**src/rtl/apb_master_bridge_if.sv**
```systemverilog
// Signal bundle for the APB master bridge: local command port, response port and APB bus.
// Handshake rule for cmd and rsp: a beat transfers on a pclk edge where valid & ready are both 1.
// The source holds valid and its payload stable until that edge. Ready may depend on state but never on valid.
interface apb_master_bridge_if #(
  parameter int ADDR_W = 8,
  parameter int DATA_W = 8
);
  logic              cmd_valid;
  logic              cmd_ready;
  logic              cmd_write;
  logic [ADDR_W-1:0] cmd_addr;
  logic [DATA_W-1:0] cmd_wdata;
  logic              rsp_valid;
  logic              rsp_ready;
  logic [DATA_W-1:0] rsp_rdata;
  logic              rsp_err;
  logic              rsp_timeout;
  logic              psel;
  logic              penable;
  logic              pwrite;
  logic [ADDR_W-1:0] paddr;
  logic [DATA_W-1:0] pwdata;
  logic [DATA_W-1:0] prdata;
  logic              pready;
  logic              pslverr;

  modport master (
    input  cmd_valid, cmd_write, cmd_addr, cmd_wdata, rsp_ready, prdata, pready, pslverr,
    output cmd_ready, rsp_valid, rsp_rdata, rsp_err, rsp_timeout,
    output psel, penable, pwrite, paddr, pwdata
  );

  modport slave (
    output cmd_valid, cmd_write, cmd_addr, cmd_wdata, rsp_ready, prdata, pready, pslverr,
    input  cmd_ready, rsp_valid, rsp_rdata, rsp_err, rsp_timeout,
    input  psel, penable, pwrite, paddr, pwdata
  );
endinterface

```
**src/rtl/apb_master_bridge.sv**
```systemverilog
// APB requester: one command in, one SETUP/ACCESS transfer out, one response back.
// The ACCESS wait is bounded by a timeout counter (TIMEOUT_CYC = 0 disables it).
module apb_master_bridge #(
  parameter int ADDR_W      = 8,
  parameter int DATA_W      = 8,
  parameter int TIMEOUT_CYC = 16
) (
  input  logic                pclk,
  input  logic                preset_n,
  apb_master_bridge_if.master bus,
  output logic [1:0]          state_dbg
);
  localparam int CNT_W = (TIMEOUT_CYC < 1) ? 1 : $clog2(TIMEOUT_CYC + 1);

  typedef enum logic [1:0] {
    IDLE   = 2'd0,
    SETUP  = 2'd1,
    ACCESS = 2'd2,
    RESP   = 2'd3
  } state_t;

  state_t            state, state_next;
  logic [CNT_W-1:0]  tcnt, tcnt_next, tcnt_inc;
  logic              timeout_hit;
  logic              psel_next, penable_next, pwrite_next;
  logic [ADDR_W-1:0] paddr_next;
  logic [DATA_W-1:0] pwdata_next;
  logic              rsp_valid_next, rsp_err_next, rsp_timeout_next;
  logic [DATA_W-1:0] rsp_rdata_next;

  assign bus.cmd_ready = preset_n && (state == IDLE);
  assign state_dbg     = state;
  assign tcnt_inc      = tcnt + CNT_W'(1);
  // The edge that would bring the low-pready count to TIMEOUT_CYC is the abort edge.
  assign timeout_hit   = (TIMEOUT_CYC != 0) && (tcnt_inc == CNT_W'(TIMEOUT_CYC));

  always_comb begin
    state_next       = state;
    tcnt_next        = tcnt;
    psel_next        = bus.psel;
    penable_next     = bus.penable;
    pwrite_next      = bus.pwrite;
    paddr_next       = bus.paddr;
    pwdata_next      = bus.pwdata;
    rsp_valid_next   = bus.rsp_valid;
    rsp_rdata_next   = bus.rsp_rdata;
    rsp_err_next     = bus.rsp_err;
    rsp_timeout_next = bus.rsp_timeout;
    case (state)
      IDLE: begin
        if (bus.cmd_valid) begin
          state_next   = SETUP;
          pwrite_next  = bus.cmd_write;
          paddr_next   = bus.cmd_addr;
          pwdata_next  = bus.cmd_wdata;
          psel_next    = 1'b1;
          penable_next = 1'b0;
          tcnt_next    = '0;
        end
      end
      SETUP: begin
        state_next   = ACCESS;
        penable_next = 1'b1;
      end
      ACCESS: begin
        if (bus.pready) begin
          state_next       = RESP;
          psel_next        = 1'b0;
          penable_next     = 1'b0;
          rsp_valid_next   = 1'b1;
          rsp_rdata_next   = bus.pwrite ? '0 : bus.prdata;
          rsp_err_next     = bus.pslverr;
          rsp_timeout_next = 1'b0;
        end else if (timeout_hit) begin
          state_next       = RESP;
          psel_next        = 1'b0;
          penable_next     = 1'b0;
          rsp_valid_next   = 1'b1;
          rsp_rdata_next   = '0;
          rsp_err_next     = 1'b1;
          rsp_timeout_next = 1'b1;
        end else if (TIMEOUT_CYC != 0) begin
          tcnt_next = tcnt_inc;
        end
      end
      RESP: begin
        if (bus.rsp_ready) begin
          state_next     = IDLE;
          rsp_valid_next = 1'b0;
        end
      end
      default: state_next = IDLE;
    endcase
  end

  always_ff @(posedge pclk) begin
    if (!preset_n) begin
      state           <= IDLE;
      tcnt            <= '0;
      bus.psel        <= 1'b0;
      bus.penable     <= 1'b0;
      bus.pwrite      <= 1'b0;
      bus.paddr       <= '0;
      bus.pwdata      <= '0;
      bus.rsp_valid   <= 1'b0;
      bus.rsp_rdata   <= '0;
      bus.rsp_err     <= 1'b0;
      bus.rsp_timeout <= 1'b0;
    end else begin
      state           <= state_next;
      tcnt            <= tcnt_next;
      bus.psel        <= psel_next;
      bus.penable     <= penable_next;
      bus.pwrite      <= pwrite_next;
      bus.paddr       <= paddr_next;
      bus.pwdata      <= pwdata_next;
      bus.rsp_valid   <= rsp_valid_next;
      bus.rsp_rdata   <= rsp_rdata_next;
      bus.rsp_err     <= rsp_err_next;
      bus.rsp_timeout <= rsp_timeout_next;
    end
  end
endmodule

```
**src/flat_wrapper.sv**
```systemverilog
// flat-port wrapper written by rule: the top's interface ports become plain ports
module apb_master_bridge_flat 
#(
  parameter int ADDR_W      = 8,
  parameter int DATA_W      = 8,
  parameter int TIMEOUT_CYC = 16
)
  (pclk, preset_n, state_dbg, bus_cmd_valid, bus_cmd_write, bus_cmd_addr, bus_cmd_wdata, bus_rsp_ready, bus_prdata, bus_pready, bus_pslverr, bus_cmd_ready, bus_rsp_valid, bus_rsp_rdata, bus_rsp_err, bus_rsp_timeout, bus_psel, bus_penable, bus_pwrite, bus_paddr, bus_pwdata);
  apb_master_bridge_if #(.ADDR_W(ADDR_W), .DATA_W(DATA_W)) bus_i ();
  input  logic pclk;
  input  logic preset_n;
  output logic [1:0] state_dbg;
  input wire logic [$bits(bus_i.cmd_valid)-1:0] bus_cmd_valid;
  input wire logic [$bits(bus_i.cmd_write)-1:0] bus_cmd_write;
  input wire logic [$bits(bus_i.cmd_addr)-1:0] bus_cmd_addr;
  input wire logic [$bits(bus_i.cmd_wdata)-1:0] bus_cmd_wdata;
  input wire logic [$bits(bus_i.rsp_ready)-1:0] bus_rsp_ready;
  input wire logic [$bits(bus_i.prdata)-1:0] bus_prdata;
  input wire logic [$bits(bus_i.pready)-1:0] bus_pready;
  input wire logic [$bits(bus_i.pslverr)-1:0] bus_pslverr;
  output wire logic [$bits(bus_i.cmd_ready)-1:0] bus_cmd_ready;
  output wire logic [$bits(bus_i.rsp_valid)-1:0] bus_rsp_valid;
  output wire logic [$bits(bus_i.rsp_rdata)-1:0] bus_rsp_rdata;
  output wire logic [$bits(bus_i.rsp_err)-1:0] bus_rsp_err;
  output wire logic [$bits(bus_i.rsp_timeout)-1:0] bus_rsp_timeout;
  output wire logic [$bits(bus_i.psel)-1:0] bus_psel;
  output wire logic [$bits(bus_i.penable)-1:0] bus_penable;
  output wire logic [$bits(bus_i.pwrite)-1:0] bus_pwrite;
  output wire logic [$bits(bus_i.paddr)-1:0] bus_paddr;
  output wire logic [$bits(bus_i.pwdata)-1:0] bus_pwdata;
  assign bus_i.cmd_valid = bus_cmd_valid;
  assign bus_i.cmd_write = bus_cmd_write;
  assign bus_i.cmd_addr = bus_cmd_addr;
  assign bus_i.cmd_wdata = bus_cmd_wdata;
  assign bus_i.rsp_ready = bus_rsp_ready;
  assign bus_i.prdata = bus_prdata;
  assign bus_i.pready = bus_pready;
  assign bus_i.pslverr = bus_pslverr;
  assign bus_cmd_ready = bus_i.cmd_ready;
  assign bus_rsp_valid = bus_i.rsp_valid;
  assign bus_rsp_rdata = bus_i.rsp_rdata;
  assign bus_rsp_err = bus_i.rsp_err;
  assign bus_rsp_timeout = bus_i.rsp_timeout;
  assign bus_psel = bus_i.psel;
  assign bus_penable = bus_i.penable;
  assign bus_pwrite = bus_i.pwrite;
  assign bus_paddr = bus_i.paddr;
  assign bus_pwdata = bus_i.pwdata;
  apb_master_bridge #(.ADDR_W(ADDR_W), .DATA_W(DATA_W), .TIMEOUT_CYC(TIMEOUT_CYC)) u_core (.pclk(pclk), .preset_n(preset_n), .bus(bus_i), .state_dbg(state_dbg));
endmodule
```
**config.mk**
```make
export PLATFORM = sky130hd
export DESIGN_NAME = apb_master_bridge_flat
export DESIGN_NICKNAME = d
export VERILOG_FILES = /design/src/rtl/apb_master_bridge_if.sv /design/src/rtl/apb_master_bridge.sv /design/src/flat_wrapper.sv
export SDC_FILE = /design/constraint.sdc
export NUM_CORES = 1
export LEC_CHECK = 0
export ABC_AREA = 1
export ABC_CLOCK_PERIOD_IN_PS = 2500
export CORE_MARGIN = 1
export CORE_UTILIZATION = 45
export DETAILED_ROUTE_END_ITERATION = 10
export HOLD_SLACK_MARGIN = 0.08
export PLACE_DENSITY = 0.9
export SYNTH_ARGS = -nofsm -noshare
export SYNTH_HDL_FRONTEND = slang
export SYNTH_SLANG_ARGS = --single-unit
```
**constraint.sdc**
```tcl
create_clock -name pclk -period 2.5 [get_ports pclk]
set_input_delay 0.625 -clock pclk [delete_from_list [all_inputs] [get_ports pclk]]
set_output_delay 0.625 -clock pclk [all_outputs]
set_load 0.05 [all_outputs]
```
==> flow_metrics.env, run 1 <==
export IMPL_grt_max_degree=25
export IMPL_fin_skew_ns=0.00794
export IMPL_path_cells="clkdlybuf4s50_1"
export IMPL_diodes=0
export IMPL_cts_repair_resized=0
export IMPL_grt_met2_usage_pct=35.3
export IMPL_dieArea_um2=3990
export IMPL_finalPower_mw=2.98
export IMPL_syn_inst=224
export IMPL_top_usage_layer="met2"
export IMPL_ant_nets=0
export IMPL_power_frac_seq_pct=28.4
export IMPL_timing_fmax_mhz=449
export IMPL_slew_headroom_pct=63.8
export IMPL_layout_drive_gt1_share_pct=8.28
export IMPL_fin_crit_sh_pct=89.2
export IMPL_gp_congestion=0.810
export IMPL_viasPerCell=4.78
export IMPL_vias=1607
export IMPL_use_met1_pct=26.0
export IMPL_hold_path_class="reg -> reg"
export IMPL_maxCapViolCount=0
export IMPL_synthToLayoutAreaGrowth_pct=47.9
export IMPL_grt_overflow_total=0
export IMPL_die_x_um=63.1
export IMPL_rsz0062_at_grt="no"
export IMPL_cpLargestDelayFamily="buffers and inverters"
export IMPL_cts_path_max_buffers=2
export IMPL_combPwrFrac_pct=51.1
export IMPL_min_period_ns=2.23
export IMPL_yosys_warnings=0
export IMPL_ioPinCount=64
export IMPL_crit_type="reg -> out"
export IMPL_ys_seq_area_share_pct=44.0
export IMPL_grt_pass1_wl_um=6630
export IMPL_grt_use_met3_pct=7.43
export IMPL_synth_top_area_share_pct=44.0
export IMPL_slowest_delay_ns=0.86
export IMPL_internal_power_mw=1.66
export IMPL_hold_viol=0
export IMPL_drt_iter0_markers=60
export IMPL_ir_worst_vdd_uv=711
export IMPL_synth_avg_cell_area_um2=7.51
export IMPL_core_um2=3470
export IMPL_status="completed"
export IMPL_cts_setup_buffers=0
export IMPL_holdWs_ns=0.449
export IMPL_critPathLaunchType="flip-flop"
export IMPL_ys_types=21
export IMPL_chipHeight_um=63.1
export IMPL_critPathSlowestCell="clkdlybuf4s50_1"
export IMPL_clk_latency_ns=0.29
export IMPL_final_setup_tns_ns=0
export IMPL_antenna_found_initial=0
export IMPL_drt_first_pass_iters=6
export IMPL_power_switching_mw=1.32
export IMPL_crit_fanout=6
export IMPL_leakage_nw=1.03
export IMPL_clkSinkCount=37
export IMPL_start_util_pct=48.5
export IMPL_utilization_pct=71.7
export IMPL_first_global_vias=1471
export IMPL_worst_pin_slew_ns=0.542
export IMPL_syn_area_um2=1680
export IMPL_instances_no_fill=336
export IMPL_dp_hpwl_um=2690
export IMPL_row_count=21
export IMPL_clk_pin_slew_ns=0.08
export IMPL_crit_arrival_ns=1.60
export IMPL_clock_power_share_pct=20.5
export IMPL_cts_max_level=2
export IMPL_ys_ff_latch=37
export IMPL_ctsRootBufferMaster="clkbuf_8"
export IMPL_dp_cells=328
export IMPL_crit_buf_inv=1
export IMPL_cts_hold_buffers=0
export IMPL_p_sw_share_pct=44.2
export IMPL_drv_slew=0
export IMPL_yosysTopAreaCell="dfxtp_1"
export IMPL_wl_per_cell_um=11.6
export IMPL_port_buffers=63
export IMPL_setup_violations=0
export IMPL_cts_tree="done"
export IMPL_power_density_nw_per_um2=1200
export IMPL_yosys_top_cells_area="dfxtp_1 (44%), nor2_1 (10%), nand2_1 (8.5%)"
export IMPL_cp_end_kind="primary output"
export IMPL_required_ns=1.88
export IMPL_syn_nets=261
export IMPL_nets=326
export IMPL_track_usage_pct=21.5
export IMPL_post_route_drc_count=0
export IMPL_cts_buffers=5
export IMPL_wl_um=3890
logic make-up after synthesis:
| family | after synthesis | share of synthesized area [%] |
|---|---|---|
| AO/OA/AOI/OAI | 36 | 11.4 |
| AND/OR/NAND/NOR | 114 | 31.8 |
| buffers and inverters | 31 | 8.33 |
| adder cells (fa/ha/maj) | 6 | 4.46 |
| flip-flops | 37 | 44.0 |
layer usage:
| layer | vias up | share of wire, % |
|---|---|---|
| met5 | - | 0 |
| met2 | 48 | 47 |
| li1 | 846 | - |
| met1 | 707 | 44 |
| met4 | 0 | 1.3 |
| met3 | 6 | 7.7 |
cell usage in the layout (no fill, tap or decap), drive strengths merged, types with 6 or more instances in the layout:
cell and n:
nor2 47, dfxtp 37, nand4 7, ha 6, inv 21, a21oi 16, nand3 17, o21ai 20
nand2 43, clkdlybuf4s50 62
power groups by stage:
stage          sequential [mW]  clock, mW  combinational [mW]
2_1_floorplan             1.29          0               0.636
3_3_place_gp             0.856          0                1.49
3_5_place_dp             0.859          0                1.52
4_1_cts                  0.847      0.616                1.53
5_1_grt                  0.868      0.648                1.66
6_report                 0.847      0.611                1.53
path summary, 6_finish.rpt:
path | to | from | cells past startpoint | slack [ns]
setup reg to reg | u_core.tcnt[4] | u_core.state_dbg[1] | 7 | 0.56
setup / recovery | state_dbg[1] | u_core.state_dbg[1] | 1 | 0.27
hold / removal | u_core.bus.rsp_timeout | u_core.bus.rsp_timeout | 2 | 0.45
hold reg to reg | u_core.bus.rsp_timeout | u_core.bus.rsp_timeout | 2 | 0.45
final cells by class:
cell class                 instances  area (um^2)
fill                             278          981
multi-input combinational        156          801
sequential                        37          741
timing repair buffer              66          663
inverter                          23         91.3
clock buffer                       5         68.8
clock inverter                     3         65.1
tap                               46         57.6
stage by stage:
step                      area [um^2]  setup slack, ns
final                            2490            0.271
after floorplan                  1680            0.575
after global routing             2490            0.243
after global placement           2350            0.427
after detailed placement         2350            0.422
after CTS                        2490            0.278
flip-flops by register name (all words and copies together) (netlist names), 2 cells and up:
| name | count |
|---|---|
| u_core.bus.paddr | 8 |
| u_core.bus.pwdata | 8 |
| u_core.bus.rsp_rdata | 8 |
| u_core.state_dbg | 2 |
| u_core.tcnt | 5 |
Yosys cell counts (all sizes together):
library cell / n
clkinv: 2
buf: 5
ha: 6
dfxtp: 37
nor2: 47
nand4: 7
nand3: 17
nand2: 43
a21oi: 16
inv: 21
o21ai: 20
clkbuf: 3
Note: power is estimated with default switching activity, not from simulation.
==> run 2, diff against run 1 <==
SETUP_SLACK_MARGIN = 0.4   (was unset)
==> flow_metrics.env, run 2 (same netlist as run 1, synthesis figures left out) <==
export IMPL_status="completed"
export IMPL_vias=1608
export IMPL_rsz0062_at_grt="no"
export IMPL_cts_buffers=5
export IMPL_final_common_cell="nor2_1"
export IMPL_setup_slack_ns=0.436
export IMPL_drt_iter0_markers=63
export IMPL_wl_um=3920
export IMPL_fin_crit_sh_pct=82.6
export IMPL_clk_latency_ns=0.29
export IMPL_crit_arrival_ns=1.44
export IMPL_port_buffers=63
export IMPL_wl_per_cell_um=11.7
export IMPL_ant_nets=0
export IMPL_ir_worst_vdd_uv=711
export IMPL_clk_pin_slew_ns=0.08
export IMPL_row_count=21
export IMPL_nets=326
export IMPL_grt_pass1_wl_um=6630
export IMPL_leakage_nw=1.28
export IMPL_cts_path_max_buffers=2
export IMPL_critPathSlowestCell="clkdlybuf4s50_1"
export IMPL_core_um2=3470
export IMPL_maxCapViolCount=0
export IMPL_viasPerCell=4.79
export IMPL_slew_headroom_pct=63.4
export IMPL_hold_path_class="reg -> reg"
export IMPL_diodes=0
export IMPL_power_density_nw_per_um2=1170
export IMPL_setup_violations=0
export IMPL_post_route_drc_count=0
export IMPL_crit_buf_inv=1
export IMPL_cts_tree="done"
export IMPL_antenna_found_initial=0
export IMPL_dieArea_um2=3990
export IMPL_layout_drive_gt1_share_pct=8.28
export IMPL_path_cells="clkdlybuf4s50_1"
export IMPL_grt_max_degree=25
export IMPL_gp_congestion=0.810
export IMPL_track_usage_pct=21.5
export IMPL_worst_pin_slew_ns=0.548
export IMPL_dp_cells=328
export IMPL_critPathLaunchType="flip-flop"
export IMPL_chipHeight_um=63.1
export IMPL_final_setup_tns_ns=0
export IMPL_start_util_pct=48.5
export IMPL_hold_viol=0
export IMPL_drt_first_pass_iters=6
export IMPL_cts_setup_buffers=0
export IMPL_crit_type="reg -> out"
export IMPL_final_cell_mix="nor2_1 (46), clkdlybuf4s50_1 (44), nand2_1 (38)"
export IMPL_finalPower_mw=2.96
export IMPL_ctsRootBufferMaster="clkbuf_8"
export IMPL_grt_overflow_total=0
export IMPL_ioPinCount=64
export IMPL_die_x_um=63.1
export IMPL_cpLargestDelayFamily="buffers and inverters"
export IMPL_reg_top3="u_core.bus.paddr (8), u_core.bus.pwdata (8), u_core.bus.rsp_rdata (8)"
export IMPL_min_period_ns=2.06
export IMPL_synthToLayoutAreaGrowth_pct=49.9
export IMPL_instances_no_fill=336
export IMPL_required_ns=1.88
export IMPL_dp_hpwl_um=2690
export IMPL_cp_end_kind="primary output"
export IMPL_slowest_delay_ns=0.80
export IMPL_crit_fanout=2
export IMPL_pre_cts_ws_ns=0.422
export IMPL_cts_max_level=2
export IMPL_first_global_vias=1471
export IMPL_clkSinkCount=37
export IMPL_fin_skew_ns=0.00854
export IMPL_timing_fmax_mhz=485
export IMPL_drv_slew=0
## run 2: cell types whose count changed in the layout (fill, tap and decap cells not counted)
cell             before  now
dlymetal6s2s_1        0   15
dlygate4sd2_1         0    3
clkdlybuf4s50_1      62   44
## run 2: metal layers
| layer | vias up | wire [um] | GRT usage (%) |
|---|---|---|---|
| li1 | 846 | - | - |
| met1 | 708 | 1760 | 26.0 |
| met2 | 49 | 1850 | 35.3 |
| met3 | 5 | 258 | 7.43 |
| met4 | 0 | 48 | 6.98 |
| met5 | - | 0 | 0 |
## run 2: repair_timing
| action | in CTS | in global routing |
|---|---|---|
| resized for setup | 3 | 15 |
| gates cloned | 0 | 0 |
| setup endpoints to repair | 3 | 15 |
| hold buffers | 0 | 0 |
## run 2: report_power, final
part	leakage [nW]	total [mW]	internal, mW	switching (mW)
combinational	0.910	1.51	0.509	1.00
sequential	0.304	0.844	0.742	0.102
clock	0.0681	0.606	0.396	0.210
## run 2: path summary, 6_finish.rpt
| path | startpoint | to | cells after the start | slack, ns |
|---|---|---|---|---|
| hold reg to reg | u_core.bus.rsp_timeout | u_core.bus.rsp_timeout | 2 | 0.45 |
| setup / recovery | u_core.bus.paddr[2] | bus_paddr[2] | 1 | 0.44 |
| setup reg to reg | u_core.state_dbg[1] | u_core.tcnt[4] | 7 | 0.58 |
| hold / removal | u_core.bus.rsp_timeout | u_core.bus.rsp_timeout | 2 | 0.45 |
## run 2: cell type report
cell class / instances / area [um^2]
Clock buffer: 5 / 68.8
Clock inverter: 3 / 65.1
Fill cell: 274 / 947
Inverter: 23 / 91.3
Multi-Input combinational cell: 156 / 801
Sequential cell: 37 / 741
Tap cell: 46 / 57.6
Timing Repair Buffer: 66 / 697
## run 2: stage by stage
stage / util [%] / hold slack (ns) / area, um^2
global placement: 67.9 / 0.433 / 2350
floorplan: - / 0.529 / 1680
finish: 72.7 / 0.446 / 2520
global route: 72.7 / 0.462 / 2520
detailed placement: 67.9 / 0.437 / 2350
CTS: 71.6 / 0.451 / 2480
